--- src/rtl/sync_fifo_pkg.sv ---
// -----------------------------------------------------------------------------
// sync_fifo_pkg
//
// Purpose : Shared constants for the synchronous FIFO slice. This holds the
//           read-latency values for the two storage output modes and the
//           default thresholds for the almost-full / almost-empty flags.
//
// Contents:
//   READ_LATENCY_NO_REG     - cycles from accepted pop to RVALID_O, no RAM output register
//   READ_LATENCY_OUT_REG    - cycles from accepted pop to RVALID_O, with RAM output register
//   ALMOST_EMPTY_TH_DEFAULT - default occupancy at or below which ALMOST_EMPTY_O asserts
//   ALMOST_FULL_MARGIN      - distance from full used for the default almost-full level
//   almostFullDefault()     - default almost-full threshold for a given address width
// -----------------------------------------------------------------------------
package sync_fifo_pkg;

    localparam int READ_LATENCY_NO_REG     = 1;
    localparam int READ_LATENCY_OUT_REG    = 2;

    localparam int ALMOST_EMPTY_TH_DEFAULT = 4;
    localparam int ALMOST_FULL_MARGIN      = 4;

    // The default almost-full level sits a fixed margin below the depth.
    function automatic int almostFullDefault(input int addrWidth);
        return (1 << addrWidth) - ALMOST_FULL_MARGIN;
    endfunction

endpackage

--- src/rtl/sync_fifo_sdpram.sv ---
// -----------------------------------------------------------------------------
// SDPRAM_SINGLECLK
//
// Purpose : Simple dual-port RAM with a single clock. It has one write port
//           and one synchronous read port. The read is "read-first": if a
//           word is written and read at the same address on the same edge,
//           the read returns the old contents. The array has no reset, so
//           its contents survive a FIFO reset.
//
// Parameters:
//   DATA_WIDTH - word width in bits
//   ADDR_WIDTH - address width; depth = 2^ADDR_WIDTH
//   OUTPUT_REG - "TRUE" adds a second register stage after the read register
//
// Ports:
//   CLK_I     in   clock, rising edge
//   WENABLE_I in   write strobe
//   WADDR_I   in   write address
//   WDATA_I   in   write data
//   RENABLE_I in   read strobe; loads the read register
//   RADDR_I   in   read address
//   RDATA_O   out  read data, 1 cycle (or 2 cycles with OUTPUT_REG) after RENABLE_I
// -----------------------------------------------------------------------------
module SDPRAM_SINGLECLK #(
    parameter int    DATA_WIDTH = 8,
    parameter int    ADDR_WIDTH = 9,
    parameter string OUTPUT_REG = "FALSE"
) (
    input  logic                  CLK_I,
    input  logic                  WENABLE_I,
    input  logic [ADDR_WIDTH-1:0] WADDR_I,
    input  logic [DATA_WIDTH-1:0] WDATA_I,
    input  logic                  RENABLE_I,
    input  logic [ADDR_WIDTH-1:0] RADDR_I,
    output logic [DATA_WIDTH-1:0] RDATA_O
);

    logic [DATA_WIDTH-1:0] mem [0:(1<<ADDR_WIDTH)-1];
    logic [DATA_WIDTH-1:0] readStage_q;

    // Write port and synchronous read port share one edge. The read samples
    // the array before the non-blocking write lands, which gives read-first
    // behaviour. A full FIFO doing push+pop relies on this, because both
    // pointers then address the same word.
    always_ff @(posedge CLK_I) begin
        if (WENABLE_I) begin
            mem[WADDR_I] <= WDATA_I;
        end
        if (RENABLE_I) begin
            readStage_q <= mem[RADDR_I];
        end
    end

    generate
        if (OUTPUT_REG == "TRUE") begin : gOutReg
            logic [DATA_WIDTH-1:0] outStage_q;

            // The extra output stage runs freely. The FIFO's valid pipeline
            // tracks which cycle carries a real word.
            always_ff @(posedge CLK_I) begin
                outStage_q <= readStage_q;
            end

            assign RDATA_O = outStage_q;
        end else begin : gNoReg
            assign RDATA_O = readStage_q;
        end
    endgenerate

endmodule

--- src/rtl/sync_fifo.sv ---
// -----------------------------------------------------------------------------
// sync_fifo
//
// Purpose : Single-clock FIFO built around SDPRAM_SINGLECLK. It provides
//           registered full, empty and almost flags, an occupancy counter,
//           and sticky overflow and underflow indicators. Popped data comes
//           out with a fixed latency of 1 cycle, or 2 cycles when OUTPUT_REG
//           is "TRUE". RDATA_O holds the last delivered word between pops.
//
// Parameters:
//   DATA_WIDTH      - word width in bits
//   ADDR_WIDTH      - log2 of depth
//   OUTPUT_REG      - "TRUE" inserts a RAM output register stage
//   ALMOST_FULL_TH  - ALMOST_FULL_O asserts when count >= this value
//   ALMOST_EMPTY_TH - ALMOST_EMPTY_O asserts when count <= this value
//
// Ports:
//   CLK_I          in   clock, rising edge
//   NRST_I         in   asynchronous active-low reset
//   WENABLE_I      in   push request
//   WDATA_I        in   push data
//   RENABLE_I      in   pop request
//   RDATA_O        out  popped data (holds between pops)
//   RVALID_O       out  one-cycle strobe marking a delivered word
//   FULL_O         out  count == depth
//   EMPTY_O        out  count == 0
//   ALMOST_FULL_O  out  count >= ALMOST_FULL_TH
//   ALMOST_EMPTY_O out  count <= ALMOST_EMPTY_TH
//   COUNT_O        out  occupancy, 0..depth
//   OVERFLOW_O     out  sticky: a push was rejected
//   UNDERFLOW_O    out  sticky: a pop was rejected
// -----------------------------------------------------------------------------
module sync_fifo
    import sync_fifo_pkg::*;
#(
    parameter int    DATA_WIDTH      = 8,
    parameter int    ADDR_WIDTH      = 9,
    parameter string OUTPUT_REG      = "FALSE",
    parameter int    ALMOST_FULL_TH  = almostFullDefault(ADDR_WIDTH),
    parameter int    ALMOST_EMPTY_TH = ALMOST_EMPTY_TH_DEFAULT
) (
    input  logic                  CLK_I,
    input  logic                  NRST_I,
    input  logic                  WENABLE_I,
    input  logic [DATA_WIDTH-1:0] WDATA_I,
    input  logic                  RENABLE_I,
    output logic [DATA_WIDTH-1:0] RDATA_O,
    output logic                  RVALID_O,
    output logic                  FULL_O,
    output logic                  EMPTY_O,
    output logic                  ALMOST_FULL_O,
    output logic                  ALMOST_EMPTY_O,
    output logic [ADDR_WIDTH:0]   COUNT_O,
    output logic                  OVERFLOW_O,
    output logic                  UNDERFLOW_O
);

    localparam int CW      = ADDR_WIDTH + 1;
    localparam int LATENCY = (OUTPUT_REG == "TRUE") ? READ_LATENCY_OUT_REG
                                                    : READ_LATENCY_NO_REG;

    localparam logic [CW-1:0] DEPTH = {1'b1, {ADDR_WIDTH{1'b0}}};
    localparam logic [CW-1:0] AF_TH = CW'(ALMOST_FULL_TH);
    localparam logic [CW-1:0] AE_TH = CW'(ALMOST_EMPTY_TH);

    logic                  pushAccept;
    logic                  popAccept;
    logic [CW-1:0]         wptr_q, wptr_d;
    logic [CW-1:0]         rptr_q, rptr_d;
    logic [CW-1:0]         count_q, count_d;
    logic                  full_q, empty_q, afull_q, aempty_q;
    logic                  overflow_q, underflow_q;
    logic [LATENCY-1:0]    valid_q, valid_d;
    logic [LATENCY:0]      validShift;
    logic [DATA_WIDTH-1:0] hold_q;
    logic [DATA_WIDTH-1:0] ramRdata;

    // Request qualification and next-state computation.
    // - A pop is never served from a push in the same cycle, so popAccept
    //   looks only at the registered empty flag.
    // - A push into a full FIFO is allowed only when a pop frees a slot on
    //   the same edge.
    // The pointers carry one extra MSB so that full and empty can be told
    // apart after a wrap.
    always_comb begin
        popAccept  = RENABLE_I && !empty_q;
        pushAccept = WENABLE_I && (!full_q || popAccept);

        wptr_d = pushAccept ? (wptr_q + CW'(1)) : wptr_q;
        rptr_d = popAccept  ? (rptr_q + CW'(1)) : rptr_q;

        count_d = count_q;
        if (pushAccept && !popAccept) begin
            count_d = count_q + CW'(1);
        end else if (popAccept && !pushAccept) begin
            count_d = count_q - CW'(1);
        end

        // Valid pipeline: the accepted pop enters at bit 0 and reaches the
        // top bit after LATENCY edges, in step with the RAM read path.
        validShift = {valid_q, popAccept};
        valid_d    = validShift[LATENCY-1:0];
    end

    // State registers.
    // - All flags come from the next count, so each flag is correct in the
    //   cycle right after the edge that caused it.
    // - The error flags are sticky until reset.
    // - Reset clears the valid pipeline, so a pop that is in flight when
    //   reset asserts never produces a strobe.
    always_ff @(posedge CLK_I or negedge NRST_I) begin
        if (!NRST_I) begin
            wptr_q      <= '0;
            rptr_q      <= '0;
            count_q     <= '0;
            full_q      <= 1'b0;
            empty_q     <= 1'b1;
            afull_q     <= 1'b0;
            aempty_q    <= 1'b1;
            overflow_q  <= 1'b0;
            underflow_q <= 1'b0;
            valid_q     <= '0;
        end else begin
            wptr_q      <= wptr_d;
            rptr_q      <= rptr_d;
            count_q     <= count_d;
            full_q      <= (count_d == DEPTH);
            empty_q     <= (count_d == '0);
            afull_q     <= (count_d >= AF_TH);
            aempty_q    <= (count_d <= AE_TH);
            overflow_q  <= overflow_q  | (WENABLE_I & ~pushAccept);
            underflow_q <= underflow_q | (RENABLE_I & ~popAccept);
            valid_q     <= valid_d;
        end
    end

    // Output hold register. The RAM read stages have no reset and may
    // change on cycles that carry no word. This register keeps the last
    // delivered word, and is zero after reset, so that RDATA_O is stable
    // while RVALID_O is low.
    always_ff @(posedge CLK_I or negedge NRST_I) begin
        if (!NRST_I) begin
            hold_q <= '0;
        end else if (valid_q[LATENCY-1]) begin
            hold_q <= ramRdata;
        end
    end

    SDPRAM_SINGLECLK #(
        .DATA_WIDTH (DATA_WIDTH),
        .ADDR_WIDTH (ADDR_WIDTH),
        .OUTPUT_REG (OUTPUT_REG)
    ) uRam (
        .CLK_I     (CLK_I),
        .WENABLE_I (pushAccept),
        .WADDR_I   (wptr_q[ADDR_WIDTH-1:0]),
        .WDATA_I   (WDATA_I),
        .RENABLE_I (popAccept),
        .RADDR_I   (rptr_q[ADDR_WIDTH-1:0]),
        .RDATA_O   (ramRdata)
    );

    assign RVALID_O       = valid_q[LATENCY-1];
    assign RDATA_O        = valid_q[LATENCY-1] ? ramRdata : hold_q;
    assign FULL_O         = full_q;
    assign EMPTY_O        = empty_q;
    assign ALMOST_FULL_O  = afull_q;
    assign ALMOST_EMPTY_O = aempty_q;
    assign COUNT_O        = count_q;
    assign OVERFLOW_O     = overflow_q;
    assign UNDERFLOW_O    = underflow_q;

endmodule

--- config.mk ---
export PLATFORM = sky130hd
export DESIGN_NAME = sync_fifo
export DESIGN_NICKNAME = d
export VERILOG_FILES = /design/src/rtl/sync_fifo_pkg.sv /design/src/rtl/sync_fifo_sdpram.sv /design/src/rtl/sync_fifo.sv
export SDC_FILE = /design/constraint.sdc
export NUM_CORES = 2
export LEC_CHECK = 0
export CAP_MARGIN = 40
export CORE_MARGIN = 3
export CORE_UTILIZATION = 35
export DETAILED_ROUTE_END_ITERATION = 6
export GPL_TIMING_DRIVEN = 0
export SLEW_MARGIN = 20
export SYNTH_ARGS = -nofsm -noshare
export SYNTH_HDL_FRONTEND = slang
export SYNTH_HIERARCHICAL = 1
export SYNTH_SLANG_ARGS = --single-unit
--- constraint.sdc ---
create_clock -name CLK_I -period 3.14 [get_ports CLK_I]
set_input_delay 0.314 -clock CLK_I [delete_from_list [all_inputs] [get_ports CLK_I]]
set_output_delay 0.314 -clock CLK_I [all_outputs]
set_load 0.02 [all_outputs]
### After elaboration in Yosys (flattened, before gate mapping)

Memories as Yosys holds them, arrays and structs flattened. A register that Yosys moved wholly into a read port is not among the register bits.
Cells that the tools add are included.
W data, S select, Z words.

| word-level totals | value |
|---|---|
| RAM bits | 4096 |
| word-level logic and storage cells | 40 |
| flip-flop bits (word level) | 45 |
| bits in latches | 0 |
| bits in read-only memories | 0 |
| memories kept | 1 |

Memory list:

| name | words | bits a word | read ports | clocked after memory_dff | write ports | RTL line | source |
|---|---|---|---|---|---|---|---|
| uRam.mem | 512 | 8 | 1 | 1 | 1 | sync_fifo_sdpram.sv:38 | `logic [DATA_WIDTH-1:0] mem [0:(1<<ADDR_WIDTH)-1];` |

| operators by class | value |
|---|---|
| divide/modulo/power cells | 0 |
| add/sub/neg operators | 4 |
| bitwise operators | 6 |
| eq/ne operators | 1 |
| shift-type cells | 0 |
| multiply operators | 0 |
| reductions and logical operators | 10 |
| $lt $le $gt $ge | 2 |
| mux-type cells | 5 |

Operators by type and width:

| kind | number |
|---|---|
| $add A10 B1 Y10 const B | 3 |
| $mux W10 | 2 |
| $eq A10 B10 Y1 const B | 1 |
| $ge A10 B9 Y1 const B | 1 |
| $le A10 B3 Y1 const B | 1 |
| $logic_not A10 Y1 | 1 |
| $sub A10 B1 Y10 const B | 1 |
| $mux W8 | 1 |
| $logic_and A1 B1 Y1 | 4 |
| $logic_not A1 Y1 | 4 |
| $and A1 B1 Y1 | 2 |
| $mux W1 | 2 |
| $not A1 Y1 | 2 |
| $or A1 B1 Y1 | 2 |
| $logic_or A1 B1 Y1 | 1 |

### Logic depth before layout (Yosys ltp)

| depth | value |
|---|---|
| word-level depth | 9 |
| depth in mapped cells | 12 |
| gate-level depth less buffers | 8 |

### Hierarchy

Netlist, hierarchy kept.

By module, submodules not included:

| module | seq. area each (sq um) | cells an instance | instances | area an instance (sq um) |
|---|---|---|---|---|
| SDPRAM_SINGLECLK | 123238.2 | 8030 | 1 | 160007.2 |
| sync_fifo | 1078.5 | 164 | 1 | 2006.9 |

### Worst setup path before layout

OpenSTA, ideal clock, no wires.

| timing | value |
|---|---|
| kind | flip-flop to flip-flop |
| from | reg empty_q (netlist: EMPTY_O) |
| to | mem uRam.mem[131][0], enable pin |
| arrival time | 2.298 ns |
| setup slack | 0.471 ns |
| path buffers | 2 |
| stages on the path, launching flop included | 8 |
| library setup time | 0.370 ns |
| required time | 2.770 ns |
| clock period less this slack | 2.669 ns |
| cell sequence | dfstp_2 > nand2b_1 > buf_6 > a21boi_1 > nor3b_1 > nand3_1 > clkbuf_1 > nor2_1 |

| between the ends | value |
|---|---|
| cells in the longest elaborated chain, start to end | 6 |

RTL lines:

| item | RTL line | source |
|---|---|---|
| start: declaration | sync_fifo.sv:71 | `logic full_q, empty_q, afull_q, aempty_q;` |
| start signal: assignment | sync_fifo.sv:128 | `empty_q <= (count_d == '0);` |
| $logic_not A1 Y1 | sync_fifo.sv:86 | `popAccept = RENABLE_I && !empty_q;` |
| $logic_and A1 B1 Y1 | sync_fifo.sv:86 |  |
| $logic_or A1 B1 Y1 | sync_fifo.sv:87 | `pushAccept = WENABLE_I && (!full_q \|\| popAccept);` |
| $logic_and A1 B1 Y1 | sync_fifo.sv:87 |  |
| net pushAccept | sync_fifo.sv:66 | `logic pushAccept;` |
| $mux W1 | sync_fifo_sdpram.sv:46 | `if (WENABLE_I) begin` |
| $mux W1 (not written as such) | sync_fifo_sdpram.sv:47 | `mem[WADDR_I] <= WDATA_I;` |
| end: declaration | sync_fifo_sdpram.sv:38 |  |

The timed path passes the listed nets, and every way through them passes these cells.

==> impl_metrics.yaml <==
layout:
  drive_gt1_share_pct: 32.2
  fillerInstances: 39400
  nets: 9105
  finish.utilization_pct: 43.1
  finalInstanceArea_um2: 198000
  most-common-layout-cells: "edfxtp_1, mux2i_1, mux4_2, clkbuf_16, buf_4"
  final_cells: 15600
  area_growth_pct: 22.4
  mostFrequentLayoutCell: "edfxtp_1"
sta:
  hold_slack_ps: 94.8
  tightest_slew_ps: 1310
  setup_ws_ps: -645
  period_minus_slack_ps: 3780
  grt_setup_unrepaired: "true"
  finClkSkew_ps: 72.7
  finalSetupViolCount: 526
  max_freq_mhz: 264
  setup_tns_ps: -40640
  slew_headroom_pct: 13.0
  finalHoldViolCount: 0
  maxSlewViolCount: 0
  timing.final.crit_share_pct: 121
clock_tree:
  cts_max_level: 5
  cts_root_buf: "clkbuf_16"
  cts_buffers: 416
  clk-insertion-delay-late_ps: 1040
  clock_sinks: 4147
  cts_buffer_depth: 4
  clk_pin_slew_ps: 60
  cts_tree: "built"
synth:
  synth_nets: 8210
  syn_avg_cell_area_um2: 19.8
  ys_ff_latch: 4147
  yosysTopAreaCell: "edfxtp_1"
  ys_seq_area_share_pct: 76.7
  yosys_warnings: 6
  synth_ff_type: "edfxtp_1"
  netlist-cell-type-count: 77
  syn-cell-area_um2: 162000
  yosys.area.top_type_share_pct: 76.1
  synth_area_leaders: "edfxtp_1, mux4_2, mux2i_1"
  synth_edf_count: 4104
  synthCells: 8194
  ys_async_sr_fraction_pct: 1.04
critical_path:
  cp-start-kind: "flip-flop"
  arrival_ps: 4640
  endpoint_kind: "flip-flop"
  critPathMaxFanout: 10
  required_ps: 3990
  path_class: "flip-flop to flip-flop"
floorplanning:
  num_io_pins: 37
  start_util_pct: 35.2
  rows: 249
  die_h_um: 686
  fp.dieArea_um2: 471000
  design.core.area_um2: 460000
  die_w_um: 686
grt:
  grt_pass1_wl_um: 826000
  grt_max_degree: 129
  antenna_found_initial: 55
  grt_remaining_overflow: 0
  grt_usage_pct: 26.1
  grt_pass1_vias: 89700
power_and_ir_drop:
  total_power_mw: 184
  ir_drop_v: 0.000635
  leakage_nw: 62.6
  p_per_area_nw_per_um2: 926
min_path:
  hold_path.class: "input pin to flip-flop"
placed_design:
  post-dp-hpwl_um: 454000
  numPortBuffers: 36
  gp_congestion: 1.00
  place_inst: 14700
  dpl_worst_slack_ps: -2070
  dpl_cell_area_um2: 175000
flow_run:
  cap_violations: 0
route:
  wl_per_cell_um: 40.4
  first_iter_violations: 16200
  routed_via_density: 6.09
  vias: 95200
  drtPass1Iterations: 7
  routed_wl_um: 631000
  ant_nets: 0
  route.detailed.drc: 15
run_status:
  violations: "design-rule violations, negative setup slack"
  status: "finished, violations left"
[power breakdown]
part           switching (mW)  internal (mW)  leakage (nW)
sequential              0.498           61.4          37.4
combinational            46.9           24.8          18.5
clock                    21.6           28.5          6.66
total                    69.0            115          62.6
[cells in the mapped netlist, types with 35 or more instances]
cell type / number
mux4_2: 654
a22oi_1: 62
buf_2: 58
nor3_1: 113
buf_4: 70
nand3_1: 44
dfrtp_1: 41
nand4_1: 35
nor4_1: 40
buf_1: 41
clkbuf_1: 266
nand2_1: 123
edfxtp_1: 4104
buf_6: 66
mux2i_1: 797
a21oi_1: 194
nor2_1: 604
o22ai_1: 164
o221ai_1: 371
o21ai_0: 118
[worst max-delay path, stage by stage (launching register included)]
cell and delay (ps):
dfrtp_2 590, buf_4 190, buf_6 200, buf_4 360, clkbuf_2 660, a21oi_2 230
o21ai_0 270, nand4_1 370, nand2_4 290, o2111a_2 360
[layer usage]
layer,up-vias,track usage [%],share of wire [%]
met2,7311,38.9,44
met3,1583,8.09,13
met4,20,17.2,7.8
met5,-,0,0.022
li1,36000,-,-
met1,50200,33.1,35
[registers in the layout, indices dropped and copies added (netlist names), 8 cells and up]
name / flops
uRam/RDATA_O: 8
rptr_q: 9
uRam/mem: 4096
wptr_q: 9
hold_q: 8
COUNT_O: 10
[cells by family (layout without fill, tap and decap cells)]
family	Yosys count	after routing	share of synthesized area, %
compound gates	995	995	4.34
other cells	0	39	0
buf+inv	525	1777	1.86
fa+ha+maj	4	4	0.0309
xor+xnor	25	25	0.135
mux	1460	1460	14.1
flops	4147	4147	76.7
simple gates	1038	1038	2.82
[worst paths after layout]
| kind | startpoint | endpoint | slack [ps] | cells after the start |
|---|---|---|---|---|
| max | rptr_q[2]$_DFFE_PN0P_ | uRam/RDATA_O[0]$_DFFE_PP_ | -640 | 9 |
| min | WENABLE_I | OVERFLOW_O$_DFF_PN0_ | 90 | 2 |
| max reg2reg | rptr_q[2]$_DFFE_PN0P_ | uRam/RDATA_O[0]$_DFFE_PP_ | -640 | 9 |
| min reg2reg | UNDERFLOW_O$_DFF_PN0_ | UNDERFLOW_O$_DFF_PN0_ | 470 | 1 |
| max in group asynchronous | NRST_I | RVALID_O$_DFF_PN0_ | 1590 | 4 |
| min in group asynchronous | NRST_I | EMPTY_O$_DFF_PN1_ | 360 | 3 |
[repair_timing]
action | 4_1_cts | 5_1_grt
gates resized for setup | 1404 | 486
gates cloned | 4 | 0
endpoints found under the setup margin | 4036 | 2582
pin swaps | 92 | 66
hold endpoints to repair | 629 | 0
setup buffers | 59 | 40
hold buffers | 12 | 0
[final cells by class]
cell class              count  area [um^2]  share of cell area (%)
flip-flops and latches   4147       124000                    62.7
multi-input cells        3522        40100                    20.2
clock buffers             494        10800                    5.44
well taps                6149         7690                    3.88
repair buffers            480         6730                    3.39
plain buffers             514         5580                    2.81
clock inverters           281         2920                    1.47
diodes                     39         97.6                  0.0492
inverters                   8         46.3                  0.0233
No activity file was read; power rests on OpenSTA's default activity.
